<file path="src/rtl/load_unit.sv">
// load_unit: memory-read sequencer for OP_LOAD instructions; issues a req/ack read at MAR
// and hands the word to the hub with a one-cycle completion (or timeout-error) strobe.
module load_unit #(
   parameter logic [7:0] OP_LOAD = 8'h02,
   parameter int DATA_W = 16,
   parameter int ADDR_W = 16,
   parameter int TIMEOUT = 15
) (
   input  logic              clk,
   input  logic              rst_n,
   input  logic [15:0]       instruction,
   input  logic [ADDR_W-1:0] mar,
   output logic              mem_rd_req,
   output logic [ADDR_W-1:0] mem_addr,
   input  logic              mem_rd_ack,
   input  logic [DATA_W-1:0] mem_rd_data,
   output logic [DATA_W-1:0] load_to_mdr,
   output logic              is_loaded,
   output logic              load_err
);
   localparam int CW = $clog2(TIMEOUT + 1);
   typedef enum logic [1:0] {IDLE, REQ, DONE, DRAIN} state_t;
   state_t state_q, state_d;
   logic req_q, req_d, ld_q, ld_d, err_q, err_d;
   logic [ADDR_W-1:0] addr_q, addr_d;
   logic [DATA_W-1:0] mdr_q, mdr_d;
   logic [CW-1:0] cnt_q, cnt_d;
   logic is_load, timeout, unused_low;
   assign unused_low = ^instruction[7:0];
   always_comb begin
      is_load = instruction[15:8] == OP_LOAD;
      timeout = cnt_q == CW'(TIMEOUT - 1);
      state_d = state_q;
      req_d = req_q;
      addr_d = addr_q;
      mdr_d = mdr_q;
      cnt_d = cnt_q;
      ld_d = 1'b0;
      err_d = 1'b0;
      case (state_q)
         IDLE: if (is_load) begin
            addr_d = mar;
            req_d = 1'b1;
            cnt_d = '0;
            state_d = REQ;
         end
         REQ: begin
            cnt_d = cnt_q + CW'(1);
            if (mem_rd_ack) begin
               // a flushed load still finishes on the bus but reports nothing
               mdr_d = mem_rd_data;
               req_d = 1'b0;
               ld_d = is_load;
               state_d = is_load ? DONE : IDLE;
            end else if (timeout) begin
               mdr_d = is_load ? '0 : mdr_q;
               req_d = 1'b0;
               ld_d = is_load;
               err_d = is_load;
               state_d = is_load ? DONE : IDLE;
            end
         end
         default: state_d = IDLE;
      endcase
   end
   always_ff @(posedge clk or negedge rst_n) begin
      if (!rst_n) begin
         state_q <= IDLE;
         req_q <= 1'b0;
         addr_q <= '0;
         mdr_q <= '0;
         cnt_q <= '0;
         ld_q <= 1'b0;
         err_q <= 1'b0;
      end else begin
         state_q <= state_d;
         req_q <= req_d;
         addr_q <= addr_d;
         mdr_q <= mdr_d;
         cnt_q <= cnt_d;
         ld_q <= ld_d;
         err_q <= err_d;
      end
   end
   assign mem_rd_req = req_q;
   assign mem_addr = addr_q;
   assign load_to_mdr = mdr_q;
   assign is_loaded = ld_q;
   assign load_err = err_q;
endmodule
</file>
<file path="config.mk">
export PLATFORM = sky130hd
export DESIGN_NAME = load_unit
export DESIGN_NICKNAME = d
export VERILOG_FILES = /design/src/rtl/load_unit.sv
export SDC_FILE = /design/constraint.sdc
export NUM_CORES = 1
export LEC_CHECK = 0
export CAP_MARGIN = 30
export CORE_MARGIN = 2
export CORE_UTILIZATION = 35
export CTS_BUF_LIST = sky130_fd_sc_hd__clkbuf_16
export DETAILED_ROUTE_END_ITERATION = 6
export GPL_ROUTABILITY_DRIVEN = 0
export GPL_TIMING_DRIVEN = 1
export PLACE_DENSITY = 0.8
export REMOVE_ABC_BUFFERS = 1
export SLEW_MARGIN = 10
export SYNTH_ARGS = -nofsm -noshare
export SYNTH_HDL_FRONTEND = slang
export SYNTH_SLANG_ARGS = --single-unit
</file>
<file path="constraint.sdc">
create_clock -name clk -period 2 [get_ports clk]
set_clock_uncertainty 0.15 [all_clocks]
set_input_delay 0.4 -clock clk [delete_from_list [all_inputs] [get_ports clk]]
set_output_delay 0.4 -clock clk [all_outputs]
set_load 0.005 [all_outputs]
</file>
==> run_results.csv, run 1 <==
group,metric,value,unit
status,status,"complete, no violations",
finish,syn_to_final_growth,66.7,%
drt,drt-pass1-iter-count,4,
power_and_ir_drop,total_power,2.11,mW
placement,dp_hpwl,2.63,mm
timing,drv_slew,0,
drt,drc,0,
power_and_ir_drop,p_per_area,760,nW/um^2
finish,diodes,0,
clock_network,htree_levels,2,
clock_network,cts_tree,"yes",
grt,antenna_found_initial,0,
finish,layout_common_cells,"clkdlybuf4s50_1 (68), dfrtp_1 (41), a22o_1 (17)",
synthesis,synth_top_area_share,61.6,%
synthesis,avgSynthCellArea,15.1,um^2
critical_path,worstPathMaxFanout,5,
timing,min_period,1.96,ns
power_and_ir_drop,ir_drop,0.444,mV
clock_network,clock_latency,0.28,ns
floorplan,ios,86,
synthesis,netlist_area,1670,um^2
timing,setup_ws,0.0447,ns
synthesis,synth_top_area_cell,"dfrtp_1",
synthesis,synth.area.top_cells,"dfrtp_1 (62%), a22o_1 (8.9%), mux2_4 (8.1%)",
timing,worst_pin_slew,0.534,ns
critical_path,worst_setup_path_start_kind,"input port",
drt,ant_nets,0,
placement,port_buffers,77,
power_and_ir_drop,p_leak,1.31,nW
finish,final_core_util,59.6,%
synthesis,ys_ff_latch,41,
clock_network,clkSlewWorstSetupHoldPaths,0.06,ns
floorplan,dieArea,5330,um^2
grt,grt_use_total,15.0,%
timing,fmax,511,MHz
timing,hold_slack,0.345,ns
critical_path,end_kind,"flip-flop",
hold_path,holdPathStages,2,
synthesis,ys_seq_area_share,61.6,%
run,drv_cap,0,
finish,layout_commonest_cell,"clkdlybuf4s50_1",
finish,drive_gt1_share,20.6,%
drt,via_per_inst,4.87,
hold_path,hp-class,"flip-flop to flip-flop",
grt,overflow,0,
drt,drt_iter0_markers,33,
grt,grt_pass1_vias,1289,
critical_path,cp.required,2.02,ns
floorplan,rows,25,
timing,rsz0062_at_grt,"no",
critical_path,r2r_end,"load_to_mdr[0]",
grt,grt_pass1_wl,5.98,mm
timing,final.setup.tns,0,ns
clock_network,cts-root-buf,"clkbuf_16",
placement,place_ws,-0.383,ns
clock_network,numCtsBuffers,5,
clock_network,cts_buffer_depth,2,
timing,period_share,97.8,%
timing,finalHoldViolCount,0,
drt,route.vias.total,1256,
hold_path,min_from,"mem_rd_req",
timing,slew_headroom,64.4,%
grt,grt_start_max_net_pins,25,
hold_path,hold_end,"mem_rd_req",
synthesis,synthCells,110,
drt,routed_wl,3.74,mm
drt,wl_per_cell,14.5,um
synthesis,synth_cell_types,27,
floorplan,fp.dieH,73.0,um
floorplan,fp.dieW,73.0,um
critical_path,crit_arrival,1.97,ns
critical_path,r2r_setup_slack,0.17,ns
critical_path,r2r-start,"cnt_q[0]",
clock_network,cts.sinks,41,
critical_path,r2r_cells,6,
synthesis,yosys_warnings,0,
finish,fin_nets,256,
timing,setup_viol,0,
floorplan,initial_utilization,35.7,%
critical_path,crit_type,"input port to flip-flop",
floorplan,core_region_area,4660,um^2
-- metal layers --
metal	vias up	track usage, %	share of wire, %
met5	-	0	0
met4	0	6.17	1.8
met3	6	5.94	7.2
met2	51	24.0	48
met1	613	18.1	43
li1	586	-	-
-- power breakdown --
group / internal [mW] / switching [mW]
sequential: 0.917 / 0.0578
clock: 0.451 / 0.304
combinational: 0.275 / 0.107
-- worst max-delay path, stage by stage --
cell and delay, ns:
dlygate4sd2_1 0.26, nor4_4 0.29, nand2_2 0.09, or3_4 0.37, buf_12 0.15, buf_12 0.13, mux2_4 0.29
-- Yosys cell counts --
master	instances
a21o_1	2
a21o_2	1
a22o_1	17
a31oi_1	1
and2_2	1
buf_12	1
buf_6	1
clkbuf_1	2
dfrtp_1	41
ha_1	2
inv_1	2
mux2_2	7
mux2_4	9
mux2i_1	2
nand2_1	2
nand2_2	1
nand2b_1	2
nand3_1	3
nor2_1	5
nor4_1	1
nor4_4	1
nor4b_4	1
o21bai_1	1
o2bb2ai_1	1
o31ai_1	1
or2_2	1
or3_1	1
-- registers in the layout, summed over array words and instances, names as in the netlist --
| signal | count |
|---|---|
| load_to_mdr | 16 |
| mem_addr | 16 |
| cnt_q | 4 |
| state_q | 2 |
| is_loaded | 1 |
| load_err | 1 |
| mem_rd_req | 1 |
-- cell families after synthesis --
kind of cell	Yosys count	synth area share, %
AND/OR/NAND/NOR	19	7.89
adder cells (fa/ha/maj)	2	1.50
multiplexers	18	14.0
buffers and inverters	6	2.78
flip-flops	41	61.6
AO/OA/AOI/OAI	24	12.2
-- area by class of cell --
type,instances,area [um^2]
Clock buffer,5,125
Clock inverter,3,12.5
Fill cell,385,1880
Inverter,2,7.51
Multi-Input combinational cell,63,602
Sequential cell,41,1030
Tap cell,54,67.6
Timing Repair Buffer,90,936
-- per-stage QoR --
stage / instances / instance area, um^2
after floorplan: 106 / 1630
after global placement: 242 / 2510
after detailed placement: 242 / 2510
after CTS: 257 / 2770
after global routing: 258 / 2780
final: 258 / 2780
-- how the worst max path moves through the flow --
stage                          from             end  slack (ns)  cells past startpoint
floorplan            instruction[8]    mem_addr[10]       -0.05                      4
global placement     instruction[8]     mem_addr[6]       -0.35                      6
detailed placement   instruction[8]    mem_addr[10]       -0.38                      6
CTS                      mem_rd_ack  load_to_mdr[2]       0.003                      4
global route        instruction[13]     mem_addr[8]       0.004                      7
finish              instruction[13]    mem_addr[10]        0.04                      7
-- repair_timing --
action / in CTS / in global routing
pin swaps: 4 / 2
hold buffers: 1 / 0
buffers inserted: 4 / 0
cloned: 2 / 0
gates resized for setup: 14 / 0
endpoints found under the hold margin: 23 / 0
setup endpoints to repair: 16 / 16
No activity file was read; power rests on OpenSTA's default activity.
==> run 2: changes to the inputs <==
- CORE_UTILIZATION: 35 -> 37
- CTS_BUF_LIST: sky130_fd_sc_hd__clkbuf_16 -> sky130_fd_sc_hd__clkbuf_8
- GPL_ROUTABILITY_DRIVEN: 0 -> unset
- PLACE_DENSITY: 0.8 -> 0.84
==> run_results.csv, run 2 (same netlist as run 1, synthesis figures left out) <==
group,metric,value,unit
critical_path,crit_type,"input port to flip-flop",
timing,fmax,532,MHz
placement,place.gp.congestion,0.770,
placement,port_buffers,77,
timing,hold_slack,0.331,ns
critical_path,cp.required,2.03,ns
critical_path,r2r_end,"load_to_mdr[9]",
power_and_ir_drop,p_leak,1.26,nW
status,status,"complete, no violations",
floorplan,initial_utilization,38.2,%
clock_network,htree_levels,2,
drt,wl_met3,264,um
run,drv_cap,0,
placement,place_ws,-0.378,ns
critical_path,crit_path_top_delay_cell,"or3_4",
timing,drv_slew,0,
drt,ant_nets,0,
critical_path,worst_path_largest_cell_delay,0.40,ns
clock_network,cts_tree,"yes",
critical_path,crit_path_start,"instruction[14]",
drt,top_layer,"met4",
drt,drc,0,
timing,rsz0062_at_grt,"no",
critical_path,cp_cell_sequence,"dlygate4sd2_1, nor4_4, nand2_2, or3_4, clkbuf_16, mux2_4",
timing,slew_headroom,68.0,%
floorplan,ios,86,
drt,routed_wl,3.67,mm
drt,drt-pass1-iter-count,3,
grt,grt_pass1_wl,6.16,mm
timing,period_share,93.9,%
timing,min_period,1.88,ns
clock_network,clock_latency,0.30,ns
grt,overflow,0,
grt,grt_use_total,15.9,%
grt,grt_pass1_vias,1291,
clock_network,cts_buffer_depth,2,
clock_network,cts.sinks,41,
floorplan,dieArea,5050,um^2
drt,met2_length,1.86,mm
grt,grt_start_max_net_pins,23,
critical_path,worst_setup_path_start_kind,"input port",
grt,antenna_found_initial,0,
finish,drive_gt1_share,20.0,%
finish,fin_nets,252,
drt,via_per_inst,4.92,
drt,route.vias.total,1239,
hold_path,hp-class,"flip-flop to flip-flop",
power_and_ir_drop,p_per_area,711,nW/um^2
power_and_ir_drop,total_power,1.90,mW
finish,fin_area,2670,um^2
critical_path,crit_arrival,1.91,ns
critical_path,crit_end,"mem_addr[9]",
critical_path,end_kind,"flip-flop",
timing,final.setup.tns,0,ns
drt,wl_met1,1.51,mm
finish,final_cell_count_no_fill,252,
timing,worst_pin_slew,0.479,ns
floorplan,fp.dieW,71.1,um
finish,syn_to_final_growth,60.2,%
timing,setup_ws,0.121,ns
floorplan,rows,24,
floorplan,core_region_area,4350,um^2
timing,setup_viol,0,
critical_path,r2r_setup_slack,0.15,ns
finish,layout_common_cells,"clkdlybuf4s50_1 (68), dfrtp_1 (41), a22o_1 (17)",
clock_network,post_cts_buffers,0,
clock_network,cts-root-buf,"clkbuf_8",
clock_network,numCtsBuffers,5,
critical_path,r2r-start,"cnt_q[0]",
placement,dp.cells,240,
finish,layout_commonest_cell,"clkdlybuf4s50_1",
critical_path,worstPathMaxFanout,4,
clock_network,clkSlewWorstSetupHoldPaths,0.08,ns
placement,place_area,2510,um^2
finish,diodes,0,
placement,dp_hpwl,2.62,mm
critical_path,r2r_cells,6,
drt,wl_per_cell,14.6,um
finish,final_core_util,61.3,%
drt,drt_iter0_markers,36,
finish,nFillCells,352,
timing,finalHoldViolCount,0,
floorplan,fp.dieH,71.1,um
power_and_ir_drop,ir_drop,0.413,mV
[run 2: critical path, delay by kind of cell]
family | cells | cell delay (ns)
AND/OR/NAND/NOR | 3 | 0.78
buffers and inverters | 2 | 0.44
multiplexers | 1 | 0.29
[run 2: worst min path at each step]
stage / start / endpoint / depth (start not counted) / slack [ns]
after detailed placement: rst_n / cnt_q[3] / 1 / 0.25
after floorplan: rst_n / cnt_q[0] / 0 / -0.05
final: mem_rd_req / mem_rd_req / 2 / 0.33
after global routing: load_to_mdr[2] / load_to_mdr[2] / 1 / 0.37
after CTS: state_q[1] / state_q[0] / 1 / 0.34
after global placement: rst_n / cnt_q[3] / 1 / 0.24
[run 2: what timing repair did]
action                                 CTS  global route
gates cloned                             1             1
gates resized for setup                  9             1
setup endpoints to repair               16             2
pin swaps                                4             2
endpoints found under the hold margin   21             0
hold buffers                             1             0
[run 2: report_power, final]
part	leakage [nW]	internal (mW)	switching, mW	total [mW]
Sequential	0.542	0.915	0.0590	0.974
Combinational	0.679	0.273	0.105	0.378
Clock	0.0364	0.245	0.299	0.544
Total	1.26	1.43	0.463	1.90
[run 2: metal layers]
metal,up-vias,global-route usage (%)
li1,580,-
met1,601,19.5
met2,51,26.2
met3,7,6.84
met4,0,3.77
met5,-,0
[run 2: cell type report]
cell class                      count  area [um^2]  area share, %
Sequential cell                    41         1030           38.5
Timing Repair Buffer               86          880           33.0
Multi-Input combinational cell     63          598           22.4
Clock buffer                        5         68.8           2.58
Tap cell                           52         65.1           2.44
Clock inverter                      3         22.5          0.844
Inverter                            2         7.51          0.281
